File: src/rtl/dc_bu_write_if.sv
// Pixel-in / line-buffer-write bundle between the pixel source, the write manager and the line buffers.
// master = write manager side, slave = source/buffer side.
interface dc_bu_write_if #(
    parameter int BUFF_ADDR_WIDTH = 7,
    parameter int BUFFER_NUM      = 5
);
    logic                       pixel_valid;
    logic                       end_of_line;
    logic                       pixel_ready;
    logic [BUFF_ADDR_WIDTH-1:0] mem_addr;
    logic [BUFFER_NUM-1:0]      we_vec;
    logic [BUFFER_NUM-1:0]      write_buffer_id;

    modport master (
        input  pixel_valid,
        input  end_of_line,
        output pixel_ready,
        output mem_addr,
        output we_vec,
        output write_buffer_id
    );

    modport slave (
        output pixel_valid,
        output end_of_line,
        input  pixel_ready,
        input  mem_addr,
        input  we_vec,
        input  write_buffer_id
    );
endinterface

File: src/rtl/dc_bu_write_manager.sv
// Write-side address generator and line-buffer rotation with occupancy tracking.
// we_vec is same-cycle combinational; pixel_ready drops while every buffer holds an unconsumed line.
module dc_bu_write_manager #(
    parameter int BUFF_ADDR_WIDTH       = 7,
    parameter int BUFFER_SIZE           = 128,
    parameter int BUFFER_NUM            = 5,
    parameter int PIXELS_PER_LINE_WIDTH = 11
) (
    input  logic                             clk,
    input  logic                             nrst,
    input  logic                             en,
    input  logic [PIXELS_PER_LINE_WIDTH-1:0] pixels_per_line,
    input  logic                             frame_start,
    input  logic                             line_consumed,
    output logic [2:0]                       lines_filled,
    output logic                             line_committed,
    output logic                             overflow,
    dc_bu_write_if.master                    wr
);

    localparam int ADDR_W = BUFF_ADDR_WIDTH + 1;
    localparam int CMP_W  = ((ADDR_W > PIXELS_PER_LINE_WIDTH) ? ADDR_W : PIXELS_PER_LINE_WIDTH) + 1;

    typedef enum logic [1:0] {
        IDLE,
        WRITE,
        WAIT_FREE
    } state_t;

    state_t                state, state_nxt;
    // One extra bit so a full buffer parks at BUFFER_SIZE (out of range) instead of wrapping to 0.
    logic [ADDR_W-1:0]     addr, addr_nxt;
    logic [BUFFER_NUM-1:0] wbid, wbid_nxt;
    logic [2:0]            filled_nxt;
    logic                  committed_nxt;
    logic                  ovf_nxt;

    logic                  accept;
    logic                  commit;
    logic                  consume;
    logic                  in_range;
    logic [CMP_W-1:0]      addr_ext;
    logic [CMP_W-1:0]      ppl_ext;
    logic [CMP_W-1:0]      last_ext;

    assign addr_ext = CMP_W'(addr);
    assign ppl_ext  = CMP_W'(pixels_per_line);
    assign last_ext = CMP_W'(BUFFER_SIZE - 1);

    assign accept   = en && (state == WRITE) && wr.pixel_valid;
    assign commit   = en && (state == WRITE) && wr.end_of_line;
    assign consume  = en && line_consumed && (state != IDLE) && (lines_filled != 3'd0);
    assign in_range = (addr_ext <= ppl_ext) && (addr_ext <= last_ext);

    assign wr.pixel_ready     = en && (state == WRITE);
    assign wr.we_vec          = (accept && in_range) ? wbid : '0;
    assign wr.mem_addr        = addr[BUFF_ADDR_WIDTH-1:0];
    assign wr.write_buffer_id = wbid;

    always_ff @(posedge clk) begin
        if (!nrst) begin
            state          <= IDLE;
            addr           <= '0;
            wbid           <= BUFFER_NUM'(1);
            lines_filled   <= 3'd0;
            line_committed <= 1'b0;
            overflow       <= 1'b0;
        end else begin
            state          <= state_nxt;
            addr           <= addr_nxt;
            wbid           <= wbid_nxt;
            lines_filled   <= filled_nxt;
            line_committed <= committed_nxt;
            overflow       <= ovf_nxt;
        end
    end

    always_comb begin
        state_nxt     = state;
        addr_nxt      = addr;
        wbid_nxt      = wbid;
        filled_nxt    = lines_filled;
        committed_nxt = 1'b0;
        ovf_nxt       = overflow;

        if (accept && in_range) begin
            addr_nxt = addr + ADDR_W'(1);
        end
        if (accept && !in_range) begin
            ovf_nxt = 1'b1;
        end

        // A commit and a release in the same cycle cancel out.
        if (commit && !consume) begin
            filled_nxt = lines_filled + 3'd1;
        end else if (consume && !commit) begin
            filled_nxt = lines_filled - 3'd1;
        end

        if (commit) begin
            addr_nxt      = '0;
            wbid_nxt      = {wbid[BUFFER_NUM-2:0], wbid[BUFFER_NUM-1]};
            committed_nxt = 1'b1;
        end

        case (state)
            WRITE: begin
                if (commit && (filled_nxt == 3'(BUFFER_NUM))) begin
                    state_nxt = WAIT_FREE;
                end
            end
            WAIT_FREE: begin
                if (consume) begin
                    state_nxt = WRITE;
                end
            end
            default: begin
                state_nxt = state;
            end
        endcase

        if (en && frame_start) begin
            state_nxt     = WRITE;
            addr_nxt      = '0;
            wbid_nxt      = BUFFER_NUM'(1);
            filled_nxt    = 3'd0;
            committed_nxt = 1'b0;
            ovf_nxt       = 1'b0;
        end

        if (!en) begin
            state_nxt     = state;
            addr_nxt      = addr;
            wbid_nxt      = wbid;
            filled_nxt    = lines_filled;
            committed_nxt = line_committed;
            ovf_nxt       = overflow;
        end
    end

endmodule

File: src/flat_wrapper.sv
// flat-port wrapper written by rule: the top's interface ports become plain ports
module dc_bu_write_manager_flat 
#(
    parameter int BUFF_ADDR_WIDTH       = 7,
    parameter int BUFFER_SIZE           = 128,
    parameter int BUFFER_NUM            = 5,
    parameter int PIXELS_PER_LINE_WIDTH = 11
)
  (clk, nrst, en, pixels_per_line, frame_start, line_consumed, lines_filled, line_committed, overflow, wr_pixel_valid, wr_end_of_line, wr_pixel_ready, wr_mem_addr, wr_we_vec, wr_write_buffer_id);
  dc_bu_write_if #(.BUFF_ADDR_WIDTH(BUFF_ADDR_WIDTH), .BUFFER_NUM(BUFFER_NUM)) wr_i ();
  input  logic clk;
  input  logic nrst;
  input  logic en;
  input  logic [PIXELS_PER_LINE_WIDTH-1:0] pixels_per_line;
  input  logic frame_start;
  input  logic line_consumed;
  output logic [2:0] lines_filled;
  output logic line_committed;
  output logic overflow;
  input wire logic [$bits(wr_i.pixel_valid)-1:0] wr_pixel_valid;
  input wire logic [$bits(wr_i.end_of_line)-1:0] wr_end_of_line;
  output wire logic [$bits(wr_i.pixel_ready)-1:0] wr_pixel_ready;
  output wire logic [$bits(wr_i.mem_addr)-1:0] wr_mem_addr;
  output wire logic [$bits(wr_i.we_vec)-1:0] wr_we_vec;
  output wire logic [$bits(wr_i.write_buffer_id)-1:0] wr_write_buffer_id;
  assign wr_i.pixel_valid = wr_pixel_valid;
  assign wr_i.end_of_line = wr_end_of_line;
  assign wr_pixel_ready = wr_i.pixel_ready;
  assign wr_mem_addr = wr_i.mem_addr;
  assign wr_we_vec = wr_i.we_vec;
  assign wr_write_buffer_id = wr_i.write_buffer_id;
  dc_bu_write_manager #(.BUFF_ADDR_WIDTH(BUFF_ADDR_WIDTH), .BUFFER_SIZE(BUFFER_SIZE), .BUFFER_NUM(BUFFER_NUM), .PIXELS_PER_LINE_WIDTH(PIXELS_PER_LINE_WIDTH)) u_core (.clk(clk), .nrst(nrst), .en(en), .pixels_per_line(pixels_per_line), .frame_start(frame_start), .line_consumed(line_consumed), .lines_filled(lines_filled), .line_committed(line_committed), .overflow(overflow), .wr(wr_i));
endmodule
File: config.mk
export PLATFORM = sky130hd
export DESIGN_NAME = dc_bu_write_manager_flat
export DESIGN_NICKNAME = d
export VERILOG_FILES = /design/src/rtl/dc_bu_write_if.sv /design/src/rtl/dc_bu_write_manager.sv /design/src/flat_wrapper.sv
export SDC_FILE = /design/constraint.sdc
export NUM_CORES = 1
export LEC_CHECK = 0
export BUFFER_PORTS_ARGS = -buffer_cell sky130_fd_sc_hd__buf_2
export CORE_MARGIN = 2
export CORE_UTILIZATION = 40
export DETAILED_ROUTE_END_ITERATION = 16
export GPL_ROUTABILITY_DRIVEN = 0
export HOLD_SLACK_MARGIN = 0.12
export MAX_ROUTING_LAYER = met4
export PLACE_DENSITY_LB_ADDON = 0.2
export SYNTH_ARGS = -nofsm -noshare
export SYNTH_HDL_FRONTEND = slang
export SYNTH_SLANG_ARGS = --single-unit
File: constraint.sdc
create_clock -name clk -period 2 [get_ports clk]
set_clock_uncertainty 0.15 [all_clocks]
set_input_delay 0.3 -clock clk [delete_from_list [all_inputs] [get_ports clk]]
set_output_delay 0.3 -clock clk [all_outputs]
set_load 0.01 [all_outputs]
---- After elaboration in Yosys (flattened, before gate mapping) ----
Cells that the tools add are included.
word-level totals
  RAM bits ................................ 0
  bits in latches ......................... 0
  bits of input ports ..................... 18
  ROM bits ................................ 0
  flip-flop bits (word level) ............. 20
  output and inout bits ................... 23
  memories kept ........................... 0
  logic and storage cells ................. 59
operators by class
  multiplexer cells ....................... 17
  divide/modulo/power cells ............... 0
  shifts and indexed selects .............. 0
  add/sub/neg operators ................... 3
  magnitude comparators ................... 2
  reductions and logical operators ........ 26
  multipliers ............................. 0
  bitwise logic cells ..................... 0
  equality and inequality tests ........... 5
operator list
  operator                                                        count
  2-to-1 mux 8 bit                                                3
  2-to-1 mux 5 bit                                                3
  logical AND 1 bit                                               13
  less-or-equal comparator 8 x 11 -> 1 bit                        1
  2-to-1 mux 3 bit                                                3
  nonzero test 3 bit                                              3
  adder 8 x 1 -> 8 bit, second input constant                     1
  less-or-equal comparator 8 x 7 -> 1 bit, second input constant  1
  2-to-1 mux 2 bit                                                3
  AND reduction 2 bit                                             3
  nonzero test 2 bit                                              3
  2-to-1 mux 1 bit                                                4
  one-hot mux 2 bit (2 select lines)                              1
  AND reduction 4 bit                                             1
  adder 3 x 1 -> 3 bit, second input constant                     1
  equality test 3 bit, second input constant                      1
  zero test 1 bit                                                 3
  inequality test 3 x 1 -> 1 bit, second input constant           1
  inequality test 3 bit, second input constant                    1
  subtractor 3 x 1 -> 3 bit, second input constant                1
  equality test 2 x 1 -> 1 bit, second input constant             1
  equality test 2 bit, second input constant                      1

---- Logic depth before layout (Yosys ltp) ----
  word-level depth ........................ 12
  gate-level depth with buffers ........... 8
  depth with buffers taken out ............ 7

---- Worst setup path after synthesis ----
Ideal clock, no wire load.
  kind .................................... flip-flop to flip-flop
  start ................................... register u_core.addr[0]
  end ..................................... register u_core.addr[6]
  path buffers ............................ 1
  data required time ...................... 1776 ps
  cell stages (with the launch flop) ...... 9
  slack ................................... -65 ps
  library setup time ...................... 74 ps
  arrival ................................. 1842 ps
  clock period less this slack ............ 2065 ps
  path through ............................ dfxtp_1 inv_1 ha_1 nand4_1 o221a_2 o32a_1 buf_6 or3_1 a21oi_1
between the ends
  cells in the longest elaborated chain, start to end .. 5
  elaborated cells on any way between the ends .. 10
  those cells by class .................... 1 x add/sub; 2 x order compare; 3 x mux; 4 x reduce/logical
RTL lines
  what                                                                                                        RTL line                   text
  from (decl)                                                                                                 dc_bu_write_manager.sv:32  logic [ADDR_W-1:0] addr, addr_nxt;
  from (signal assigned)                                                                                      dc_bu_write_manager.sv:70  addr <= addr_nxt;
  less-or-equal comparator 8 x 11 -> 1 bit / less-or-equal comparator 8 x 7 -> 1 bit (equally long branches)  dc_bu_write_manager.sv:53  assign in_range = (addr_ext <= ppl_ext) && (addr_ext <= last_ext);
  logical AND 1 bit                                                                                           dc_bu_write_manager.sv:53
  logical AND 1 bit                                                                                           dc_bu_write_manager.sv:86  if (accept && in_range) begin
  nonzero test 3 bit (no line)                                                                                --
  AND reduction 2 bit (no line)                                                                               --
Several ways; a longest one is shown, not always the timed one. The select of a mux whose other input is x is not followed.
A chain may end at the register's enable or synchronous reset.

---- Worst setup path after layout ----
  start ................................... register u_core.addr[4]
  end ..................................... output wr_we_vec[2]
between the ends
  cells in the longest elaborated chain, start to end .. 4
  elaborated cells on any way between the ends .. 5
  those cells by class .................... 2 x order compare; 1 x mux; 2 x reduce/logical
RTL lines
  what                                                                                                        RTL line                   text
  less-or-equal comparator 8 x 11 -> 1 bit / less-or-equal comparator 8 x 7 -> 1 bit (equally long branches)  dc_bu_write_manager.sv:53
  logical AND 1 bit *                                                                                         dc_bu_write_manager.sv:53
  logical AND 1 bit *                                                                                         dc_bu_write_manager.sv:56  assign wr.we_vec = (accept && in_range) ? wbid : '0;
  2-to-1 mux 5 bit *                                                                                          dc_bu_write_manager.sv:56
  to (decl)                                                                                                   flat_wrapper.sv:24         output wire logic [$bits(wr_i.we_vec)-1:0] wr_we_vec;
Mark *: on every way between the ends. The rest lies on a longest branch, timed or not.

==> results.toml <==
[setup_path]
required_ps = 1550
cp_max_fo = 6
end_kind = "output port"
critPathArrivalTime_ps = 1940
crit_type = "reg2out"
setup.worst_path.start_class = "flop"

[sta]
setup_slack_ps = -389
setup_violations = 10
final-max-slew-violation-count = 0
tightest_slew_ps = 431
hold_viol_final = 0
finalCritPeriodShare_pct = 119
slew_headroom_pct = 71.2
fmax_mhz = 419
rsz0062_at_grt = "true"
period_needed_ps = 2390

[yosys]
yosysWarnings = 0
synthesis.instances = 155
syn-num-nets = 185
yosys_most_used_dff = "dfxtp_1"
syn_area_per_cell_um2 = 8.44
syn-cell-area_um2 = 1310
yosys.cell_types.count = 45
synth-seq-area-share_pct = 30.6
async_reset_ff_share_pct = 0
synth_seq_cells = 20
synth_edf_count = 0

[place]
io_buffers = 40
dp_hpwl_um = 2570
dp_slack_ps = -289

[grt]
grt_pass1_wl_um = 5390
grt_antenna_before_repair = 0
grt_pass1_vias = 1307
grt_overflow = 0
grt_max_degree = 13
grt_util_all_layers_pct = 19.7

[floorplan]
die_y_um = 61.2
die_area_um2 = 3740
coreArea_um2 = 3080
row_count = 20
ios = 41
initial_core_util_pct = 42.5
die_x_um = 61.2

[run]
drv_cap = 0

[detailed_routing]
vias = 1367
post_drt_via_cell_ratio = 5.40
ant_nets = 0
routed_wl_um = 3410
remaining_drc_errors = 0
drt_iter0_drc = 56
drt_first_pass_iters = 4
routedWlPerCell_um = 13.5

[layout]
final_cell_mix = "39 x buf_2, 21 x buf_4, 14 x dfxtp_1"
drive_above_1_share_pct = 42.6
area_delta_synth_final_pct = 38.5
diodes = 0
seqCellArea_um2 = 408
final_common_cell = "buf_2"
n_fill_cell = 287
finalNetCount = 240
multi_input_area_um2 = 876

[power_and_ir_drop]
ir_drop_v = 0.000260
total_power_uw = 837
power_density_nw_per_um2 = 462
p_leak_nw = 0.823

[clocking]
cts_buffers = 3
clock_path_buffers = 2
clock_sinks = 20
clkSlewWorstSetupHoldPaths_ps = 110
cts_max_level = 1
clk_latency_ps = 300
tritoncts = "yes"
clock-root-buffer = "clkbuf_4"

[status]
violations = "negative setup slack"
status = "finished with violations"

[hold_path]
min_path_type = "in2reg"
==> Yosys cell counts, types with 3 or more instances <==
master	number	share of area [%]
nand3_1	7	2.7
nor2_1	5	1.4
dfxtp_1	20	31
o21ai_0	11	4.2
buf_4	8	4.6
and3_1	7	3.3
a22o_1	4	2.7
inv_1	12	3.4
ha_1	12	11
nand4_1	4	1.9
a211oi_1	3	1.7
nand2_1	8	2.3
a21oi_1	12	4.6
==> metal layers <==
| layer | GRT usage [%] | wire [um] | up-vias |
|---|---|---|---|
| li1 | - | - | 685 |
| met1 | 21.3 | 1410 | 643 |
| met2 | 35.4 | 1850 | 35 |
| met3 | 2.94 | 120 | 4 |
| met4 | 8.07 | 35 | 0 |
| met5 | - | 0 | - |
==> cell families after synthesis <==
kind of cell               after synthesis  synth area share, %
and+or+nand+nor                         48                 20.7
AOI/OAI and AO/OA                       47                 24.4
buffers and inverters                   24                 9.95
DFF                                     20                 30.6
adders and majority gates               14                 13.0
xor gates and xnor gates                 2                 1.34
==> metrics by stage <==
stage / instances / hold slack [ps] / setup TNS, ps / util [%] / cell area, um^2
floorplan: 155 / 307 / -338 / - / 1320
global placement: 247 / 293 / -2010 / 53.2 / 1640
detailed placement: 247 / 313 / -2800 / 53.2 / 1640
CTS: 253 / 160 / -2270 / 57.6 / 1770
global route: 253 / 165 / -3430 / 58.8 / 1810
finish: 253 / 169 / -2330 / 58.8 / 1810
==> worst max-delay path, cell delays in order (launching register included) <==
cell and delay [ps]:
dfxtp_2 360, ha_4 270, nand4_1 140, o221a_2 300, o32ai_2 110, buf_4 180
and3_4 180, buf_6 100
==> final cells by class <==
type	count	share of cell area, %
Sequential cell	20	22.5
Clock buffer	3	1.24
Inverter	12	2.49
Multi-Input combinational cell	111	48.4
Timing Repair Buffer	62	20.7
Tap cell	44	3.04
Clock inverter	1	1.66
==> final timing paths <==
kind / startpoint / end / slack [ps] / depth (start not counted)
max: u_core.addr[4]$_SDFFE_PN0P_ / wr_we_vec[2] / -390 / 7
min: nrst / u_core.lines_filled[1]$_SDFFE_PN0P_ / 170 / 3
max reg2reg: u_core.addr[4]$_SDFFE_PN0P_ / u_core.addr[3]$_SDFFE_PN0P_ / -140 / 6
min reg2reg: u_core.overflow$_SDFFE_PN0P_ / u_core.overflow$_SDFFE_PN0P_ / 330 / 2
==> sequential cells by signal, summed over array words and instances, names as in the netlist <==
name,cells
u_core.lines_filled,3
u_core.line_committed,1
u_core.addr,8
u_core.overflow,1
u_core.state,2
u_core.wr.write_buffer_id,5
==> timing repair <==
action	4_1_cts	5_1_grt
endpoints found under the hold margin	1	0
pin swaps	10	4
setup buffers	1	0
hold buffers	1	0
endpoints found under the setup margin	14	18
resized for setup	11	10
==> where the power goes <==
group | switching [mW] | total, mW | internal (mW)
combinational | 0.0531 | 0.0966 | 0.0434
clock | 0.133 | 0.336 | 0.202
sequential | 0.00278 | 0.405 | 0.402
total | 0.189 | 0.837 | 0.648
Power figures use the tool's default switching activity.
